==> config.mk <==
export PLATFORM = sky130hd
export DESIGN_NAME = seq_divider
export DESIGN_NICKNAME = d
export VERILOG_FILES = /design/src/rtl/seq_divider.sv
export SDC_FILE = /design/constraint.sdc
export NUM_CORES = 1
export LEC_CHECK = 0
export BUFFER_PORTS_ARGS = -buffer_cell sky130_fd_sc_hd__buf_2
export CORE_ASPECT_RATIO = 1.1
export CORE_MARGIN = 5
export CORE_UTILIZATION = 53
export CTS_CLUSTER_DIAMETER = 100
export DETAILED_ROUTE_END_ITERATION = 10
export GPL_TIMING_DRIVEN = 0
export HOLD_SLACK_MARGIN = 0.08
export PLACE_DENSITY = 0.74
export REMOVE_ABC_BUFFERS = 1
export SYNTH_ARGS = -nofsm -noshare
export SYNTH_HDL_FRONTEND = slang
export SYNTH_SLANG_ARGS = --single-unit
==> constraint.sdc <==
create_clock -name clk_in -period 6.55 [get_ports clk_in]
set_input_delay 0.655 -clock clk_in [delete_from_list [all_inputs] [get_ports clk_in]]
set_output_delay 0.655 -clock clk_in [all_outputs]
set_load 0.02 [all_outputs]
==> src/rtl/seq_divider.sv <==
// Multi-cycle restoring integer divider, signed or unsigned per transaction,
// retiring BITS_PER_CYCLE quotient bits per clock behind valid/ready handshakes.
module seq_divider #(
  parameter int unsigned WIDTH          = 8,
  parameter int unsigned BITS_PER_CYCLE = 1
) (
  input  logic             clk_in,
  input  logic             rst_n_in,
  input  logic             valid_in,
  output logic             ready_out,
  input  logic             signed_in,
  input  logic [WIDTH-1:0] dividend_in,
  input  logic [WIDTH-1:0] divisor_in,
  output logic             valid_out,
  input  logic             ready_in,
  output logic [WIDTH-1:0] quotient_out,
  output logic [WIDTH-1:0] remainder_out,
  output logic             dbz_out,
  output logic             ovf_out
);

  localparam int unsigned ITER  = WIDTH / BITS_PER_CYCLE;
  localparam int unsigned CNT_W = $clog2(ITER + 1);
  localparam logic [CNT_W-1:0] LAST_CNT = CNT_W'(ITER - 1);
  localparam logic [WIDTH-1:0] MIN_VAL  = {1'b1, {(WIDTH-1){1'b0}}};

  typedef enum logic [1:0] {IDLE, CALC, DONE} state_t;

  state_t           state;
  logic [WIDTH-1:0] part_rem;
  logic [WIDTH-1:0] quo_sh;
  logic [WIDTH-1:0] div_abs;
  logic             neg_q;
  logic             neg_r;
  logic [CNT_W-1:0] iter_cnt;

  logic             dvd_neg_c;
  logic             dvs_neg_c;
  logic [WIDTH-1:0] dvd_abs_c;
  logic [WIDTH-1:0] dvs_abs_c;
  logic [WIDTH-1:0] step_rem_c;
  logic [WIDTH-1:0] step_quo_c;
  logic [WIDTH:0]   shifted_c;
  logic [WIDTH:0]   trial_c;
  logic [WIDTH-1:0] q_fix_c;
  logic [WIDTH-1:0] r_fix_c;

  // Operand magnitudes; unsigned mode passes raw values through
  always_comb begin
    dvd_neg_c = signed_in & dividend_in[WIDTH-1];
    dvs_neg_c = signed_in & divisor_in[WIDTH-1];
    dvd_abs_c = dvd_neg_c ? WIDTH'(WIDTH'(0) - dividend_in) : dividend_in;
    dvs_abs_c = dvs_neg_c ? WIDTH'(WIDTH'(0) - divisor_in) : divisor_in;
  end

  // Chained restoring steps; quo_sh feeds dividend bits from its MSB and collects quotient bits at its LSB
  always_comb begin
    step_rem_c = part_rem;
    step_quo_c = quo_sh;
    shifted_c  = '0;
    trial_c    = '0;
    for (int i = 0; i < int'(BITS_PER_CYCLE); i++) begin
      shifted_c  = {step_rem_c, step_quo_c[WIDTH-1]};
      step_quo_c = {step_quo_c[WIDTH-2:0], 1'b0};
      trial_c    = shifted_c - {1'b0, div_abs};
      if (!trial_c[WIDTH]) begin
        step_rem_c    = trial_c[WIDTH-1:0];
        step_quo_c[0] = 1'b1;
      end else begin
        step_rem_c = shifted_c[WIDTH-1:0];
      end
    end
    q_fix_c = neg_q ? WIDTH'(WIDTH'(0) - step_quo_c) : step_quo_c;
    r_fix_c = neg_r ? WIDTH'(WIDTH'(0) - step_rem_c) : step_rem_c;
  end

  always_ff @(posedge clk_in or negedge rst_n_in) begin
    if (!rst_n_in) begin
      state         <= IDLE;
      ready_out     <= 1'b0;
      valid_out     <= 1'b0;
      quotient_out  <= '0;
      remainder_out <= '0;
      dbz_out       <= 1'b0;
      ovf_out       <= 1'b0;
      part_rem      <= '0;
      quo_sh        <= '0;
      div_abs       <= '0;
      neg_q         <= 1'b0;
      neg_r         <= 1'b0;
      iter_cnt      <= '0;
    end else begin
      case (state)
        IDLE: begin
          if (valid_in && ready_out) begin
            ready_out <= 1'b0;
            iter_cnt  <= '0;
            part_rem  <= '0;
            quo_sh    <= dvd_abs_c;
            div_abs   <= dvs_abs_c;
            neg_q     <= dvd_neg_c ^ dvs_neg_c;
            neg_r     <= dvd_neg_c;
            if (divisor_in == '0) begin
              state         <= DONE;
              valid_out     <= 1'b1;
              quotient_out  <= '1;
              remainder_out <= dividend_in;
              dbz_out       <= 1'b1;
            end else if (signed_in && dividend_in == MIN_VAL && divisor_in == '1) begin
              state         <= DONE;
              valid_out     <= 1'b1;
              quotient_out  <= MIN_VAL;
              remainder_out <= '0;
              ovf_out       <= 1'b1;
            end else begin
              state <= CALC;
            end
          end else begin
            ready_out <= 1'b1;
          end
        end
        CALC: begin
          part_rem <= step_rem_c;
          quo_sh   <= step_quo_c;
          iter_cnt <= iter_cnt + CNT_W'(1);
          if (iter_cnt == LAST_CNT) begin
            state         <= DONE;
            valid_out     <= 1'b1;
            quotient_out  <= q_fix_c;
            remainder_out <= r_fix_c;
          end
        end
        DONE: begin
          // Results stay frozen until the consumer takes them
          if (ready_in) begin
            state     <= IDLE;
            valid_out <= 1'b0;
            dbz_out   <= 1'b0;
            ovf_out   <= 1'b0;
            ready_out <= 1'b1;
          end
        end
        default: state <= IDLE;
      endcase
    end
  end

endmodule

# Yosys cells after proc, flatten, opt, wreduce, memory -nomap -nowiden
# Cells that the tools add are included.
[totals]
register_bits = 52
in_bits = 21
out_inout_bits = 20
word_cells = 93
[classes]
add_sub_neg = 6
eq_ne = 12
n_mux = 43
bitwise_logic = 3
n_reduce_logical = 16
[op_table]
columns = ["cell", "count"]
rows = [
  ["2-to-1 mux 8 bit", 15],
  ["case mux 8 bit (2 select lines)", 4],
  ["subtractor 1 x 8 -> 8 bit (first input constant)", 4],
  ["equality test 8 bit (second input constant)", 2],
  ["2-to-1 mux 1 bit", 12],
  ["inequality test 2 bit (second input constant)", 6],
  ["2-to-1 mux 2 bit", 5],
  ["AND reduction 5 bit", 2],
  ["subtractor 9 x 8 -> 9 bit", 1],
  ["zero test 8 bit", 1],
  ["case mux 4 bit (2 select lines)", 1],
  ["AND reduction 4 bit", 2],
  ["case mux 1 bit (2 select lines)", 3],
  ["case mux 2 bit (3 select lines)", 1],
  ["AND reduction 2 bit", 3],
  ["adder 4 x 1 -> 4 bit (second input constant)", 1],
  ["equality test 4 x 3 -> 1 bit (second input constant)", 1],
  ["2-to-1 mux 4 bit", 1],
  ["nonzero test 2 bit", 2],
  ["logical AND 1 bit", 3],
  ["inequality test 3 bit (second input constant)", 1],
  ["case mux 1 bit (3 select lines)", 1],
  ["AND reduction 3 bit", 1],
  ["nonzero test 3 bit", 1],
  ["5 further kinds", 6],
]

# Logic depth before layout (Yosys ltp)
[logic_depth]
depth_word = 7
depth_mapped = 20
ltp_nobuf = 19

# Least setup slack after synthesis
# OpenSTA, ideal clock, no wires.
[synth_timing]
kind = "reg2reg"
from = "register quo_sh[7]"
to = "register remainder_out[6]"
setup_time_ns = 0.131
arrival_ns = 3.003
required_ns = 6.419
path_slack_ns = 3.416
stages_incl_launch_ff = 18
path_buffers = 1
period_less_slack_ns = 3.134
cell_sequence = "dfrtp_1 > inv_1 > ha_1 > inv_1 > fa_1 > a21o_2 > nand4_2 > a21oi_2 > nor3_4 > inv_2 > buf_6 > a21oi_1 > ha_1 > nand2_1 > or4_1 > o211ai_2 > xnor2_1 > a21oi_1"
[synth_via]
elab_chain_len = 6
[synth_lines]
columns = ["item", "line_no", "source"]
rows = [
  ["start, declared", "31", "logic [WIDTH-1:0] quo_sh;"],
  ["start signal, assigned", "99", "quo_sh <= dvd_abs_c;"],
  ["start signal, assigned", "124", "quo_sh <= step_quo_c;"],
  ["subtractor 9 x 8 -> 9 bit", "65", "trial_c = shifted_c - {1'b0, div_abs};"],
  ["2-to-1 mux 8 bit (*)", "66", "if (!trial_c[WIDTH]) begin"],
  ["subtractor 1 x 8 -> 8 bit", "74", "r_fix_c = neg_r ? WIDTH'(WIDTH'(0) - step_rem_c) : step_rem_c;"],
  ["2-to-1 mux 8 bit (*)", "74", ""],
  ["2-to-1 mux 8 bit (*)", "126", "if (iter_cnt == LAST_CNT) begin"],
  ["case mux 8 bit (2 select lines) (*)", "93", "case (state)"],
  ["end signal, assigned", "107", "remainder_out <= dividend_in;"],
  ["end signal, assigned", "130", "remainder_out <= r_fix_c;"],
  ["end, declared", "17", "output logic [WIDTH-1:0] remainder_out,"],
]
# Every way passes the cells marked *; elsewhere a longest branch is shown, timed or not. The select of a mux whose other input is x is not followed.
# A chain may end at the register's enable or synchronous reset.

# Final worst setup path
# Ends and elaborated chain as after synthesis.

==> qor.txt <==
RUN STATUS
----------------------------------------------------------------------------------
Status .............................................................. finished, final reports clean

CLOCK NETWORK
----------------------------------------------------------------------------------
Post-CTS setup buffers ..............................................            0
Resized cells post-CTS ..............................................            0
Clock sink total ....................................................           52
Worst-path clk slew .................................................      0.10 ns
Clock Path Buffers ..................................................            2
Max H-tree Level ....................................................            2
Clock root buffer master ............................................     clkbuf_8
CTS tree ............................................................         done
Number of clock buffers inserted by TritonCTS .......................            5
Clock latency of the later-clocked register in the worst-skew pair ..      0.31 ns
Post-CTS Hold Buffers ...............................................            0

YOSYS
----------------------------------------------------------------------------------
Seq/Total Area, Yosys ...............................................        38.3%
Count of synthesis-stage warnings from yosys ........................            0
Proportion of netlist area held by the largest area contributor .....        38.3%
Cell count after synthesis ..........................................          400
Count of flip-flops with a built-in enable after synthesis ..........            0
Cell type with the largest total area after synthesis ...............      dfrtp_1
Library cells used by synthesis .....................................           52
Total of flip-flops plus latches after synthesis ....................           52
Async S/R FF share, synth ...........................................         100%
Per-instance average area after synthesis ...........................   8.48 sq um
Most common flop cell mapped by yosys ...............................      dfrtp_1
Ranking of synthesized cells by area ................................ dfrtp_1 (38%), xnor2_1 (5.9%), o21ai_0 (5.8%), nand2_1 (5.4%), ha_1 (5.2%)
Post-synthesis cell area ............................................   3390 sq um

FLOORPLAN
----------------------------------------------------------------------------------
Die ar. .............................................................   8100 sq um
Horizontal die dimension ............................................      86.3 um
Effective utilization at floorplan ..................................        54.8%
Number of ports placed on the die boundary ..........................           41
Area inside the core boundary .......................................   6190 sq um
Die Y ...............................................................      93.9 um
Site Rows ...........................................................           30

GRT
----------------------------------------------------------------------------------
GRT Total Usage .....................................................        20.4%
Antenna violations before repair ....................................            0
Vias in the first global route ......................................         2742
GR Overflow Total ...................................................            0
Largest net degree at the start of global routing ...................           53
First-pass GRT wire length ..........................................     13200 um

CRITICAL PATH
----------------------------------------------------------------------------------
Worst-path fanout max ...............................................           14
Data required time of the critical path .............................      6.74 ns
Kind of capture point of the worst setup path .......................     register
Sort of element at the start of the critical path ...................     register
Setup CP Type .......................................................      reg2reg
Data arrival at the endpoint of the critical path ...................      4.16 ns

ROUTE
----------------------------------------------------------------------------------
Vias per std cell ...................................................         5.80
Detailed-route wire length per cell .................................      15.2 um
First-pass iteration count of the detailed router ...................            4
Vias post-DR ........................................................         2964
Drc violations ......................................................            0
DRC marker count from the first detailed-route iteration ............          177
Total length of routed wires ........................................      7790 um
Final ANT Viol Nets .................................................            0

FINISH
----------------------------------------------------------------------------------
Share of final-layout standard cells stronger than drive strength 1 .        14.4%
Leading cell type in the layout, fill and taps excluded .............      dfrtp_1
Net total in the final layout .......................................          466
P&R area growth vs syn ..............................................        8.92%
Number of diodes ....................................................            0
Final design instance area without fill .............................   3700 sq um
Leading cell types in the layout, fill and taps excluded ............ dfrtp_1 (52), nand2_1 (49), nor2_1 (45), buf_2 (40), o21ai_0 (39)

TIMING
----------------------------------------------------------------------------------
Number of hold violations in the final report .......................            0
Slew Limit Fails ....................................................            0
Setup repair after global routing missed its margin .................        false
Peak clock frequency supported by timing ............................      252 MHz
Clock tree skew after final layout ..................................    0.0136 ns
Fin crit period .....................................................      3.97 ns
Slew @ Worst Pin ....................................................      1.17 ns
Setup Total Neg Slack ...............................................         0 ns
Slew Limit Headroom .................................................        21.8%
Hold_ws .............................................................     0.479 ns
Count of final setup violators ......................................            0
Final period util ...................................................        60.6%

PWR
----------------------------------------------------------------------------------
Final total power ...................................................      2.20 mW
Maximum ir drop on the vdd rail .....................................   0.000262 V
Areal power density over the cells ..................................  596 nW/um^2
Reported leakage power ..............................................      1.62 nW

HOLD PATH
----------------------------------------------------------------------------------
Hold/Removal Path Class .............................................      reg2reg

PLACEMENT
----------------------------------------------------------------------------------
Post-DP Area ........................................................   3600 sq um
HPWL after detailed placement .......................................      5720 um
GP Congestion .......................................................        0.872
Number of buffers inserted by port buffering ........................           40

FLOW RUN
----------------------------------------------------------------------------------
Maxcap violations ...................................................            0

-- flip-flops by register name, indices dropped and copies added, names as in the netlist --
signal / flops
div_abs: 8
neg_q: 1
part_rem: 8
neg_r: 1
state: 2
quo_sh: 8
iter_cnt: 4
ready_out: 1
quotient_out: 8
dbz_out: 1
valid_out: 1
ovf_out: 1
remainder_out: 8
-- metal layers --
metal,vias to the layer above,GRT usage [%],routed length [um]
li1,1476,-,-
met1,1381,28.8,3620
met2,98,31.9,3520
met3,9,3.60,505
met4,0,5.97,143
met5,-,0,0
-- stage by stage --
step	std cells	setup slack [ns]	util, %
after floorplan	383	3.19	-
after global placement	503	2.63	58.1
after detailed placement	503	2.60	58.2
after CTS	511	2.58	59.6
after global routing	511	2.29	59.7
final	511	2.58	59.7
-- worst paths after layout --
kind / start / to / slack (ns) / cells past startpoint
worst max-delay path: quo_sh[7]$_DFFE_PN0P_ / remainder_out[6]$_DFFE_PN0P_ / 2.58 / 16
worst min-delay path: quotient_out[2]$_DFFE_PN0P_ / quotient_out[2]$_DFFE_PN0P_ / 0.48 / 2
worst max register to register: quo_sh[7]$_DFFE_PN0P_ / remainder_out[6]$_DFFE_PN0P_ / 2.58 / 16
worst min register to register: quotient_out[2]$_DFFE_PN0P_ / quotient_out[2]$_DFFE_PN0P_ / 0.48 / 2
max in group asynchronous: rst_n_in / div_abs[3]$_DFFE_PN0P_ / 5.26 / 1
min in group asynchronous: rst_n_in / remainder_out[4]$_DFFE_PN0P_ / 0.58 / 1
-- synth_stat cells, types with 2 or more instances --
library cell,count
or4_1,3
nand2b_1,6
o22ai_1,2
a22oi_1,8
xnor2_1,23
nand3b_1,3
o211ai_1,4
inv_1,20
or3_1,2
clkbuf_1,12
nand3_1,12
nor4_1,3
nor3_1,9
xor2_1,8
o31ai_1,9
dfrtp_1,52
o21ai_0,39
nor2_1,46
buf_6,4
ha_1,14
a31oi_1,3
a21oi_2,2
mux2i_1,6
nand4_1,3
a21oi_1,31
nand2_1,49
a221oi_1,2
-- where the power goes --
part	leakage (nW)	internal, mW	switching [mW]	total [mW]
clock	0.0414	0.0763	0.109	0.186
combinational	0.948	0.559	0.859	1.42
sequential	0.626	0.464	0.135	0.599
total	1.62	1.10	1.10	2.20
-- logic make-up after synthesis --
family                     synth area share [%]
buffers and inverters                      5.12
muxes                                      2.10
DFF                                        38.3
AOI/OAI and AO/OA                          20.6
xor gates and xnor gates                   8.00
and+or+nand+nor                            20.0
adders and majority gates                  5.75
-- critical path, stage by stage, from the launching register on --
cell	delay [ns]
dfrtp_1	0.44
inv_1	0.08
ha_1	0.15
inv_1	0.05
fa_1	0.40
a21o_2	0.22
nand4_2	0.11
a21oi_2	0.09
nor3_4	0.59
inv_2	0.26
mux2i_1	0.31
ha_1	0.24
nand2_1	0.07
or4_1	0.42
o211ai_2	0.10
xnor2_1	0.19
a21oi_1	0.11
-- area by class of cell --
| cell class | instances | area, sq um |
|---|---|---|
| multi-input combinational | 310 | 1930 |
| timing repair buffer | 40 | 200 |
| tap | 80 | 100 |
| sequential | 52 | 1300 |
| inverter | 21 | 78.8 |
| fill | 581 | 2500 |
| clock inverter | 2 | 16.3 |
| clock buffer | 6 | 72.6 |
Power figures use the tool's default switching activity.
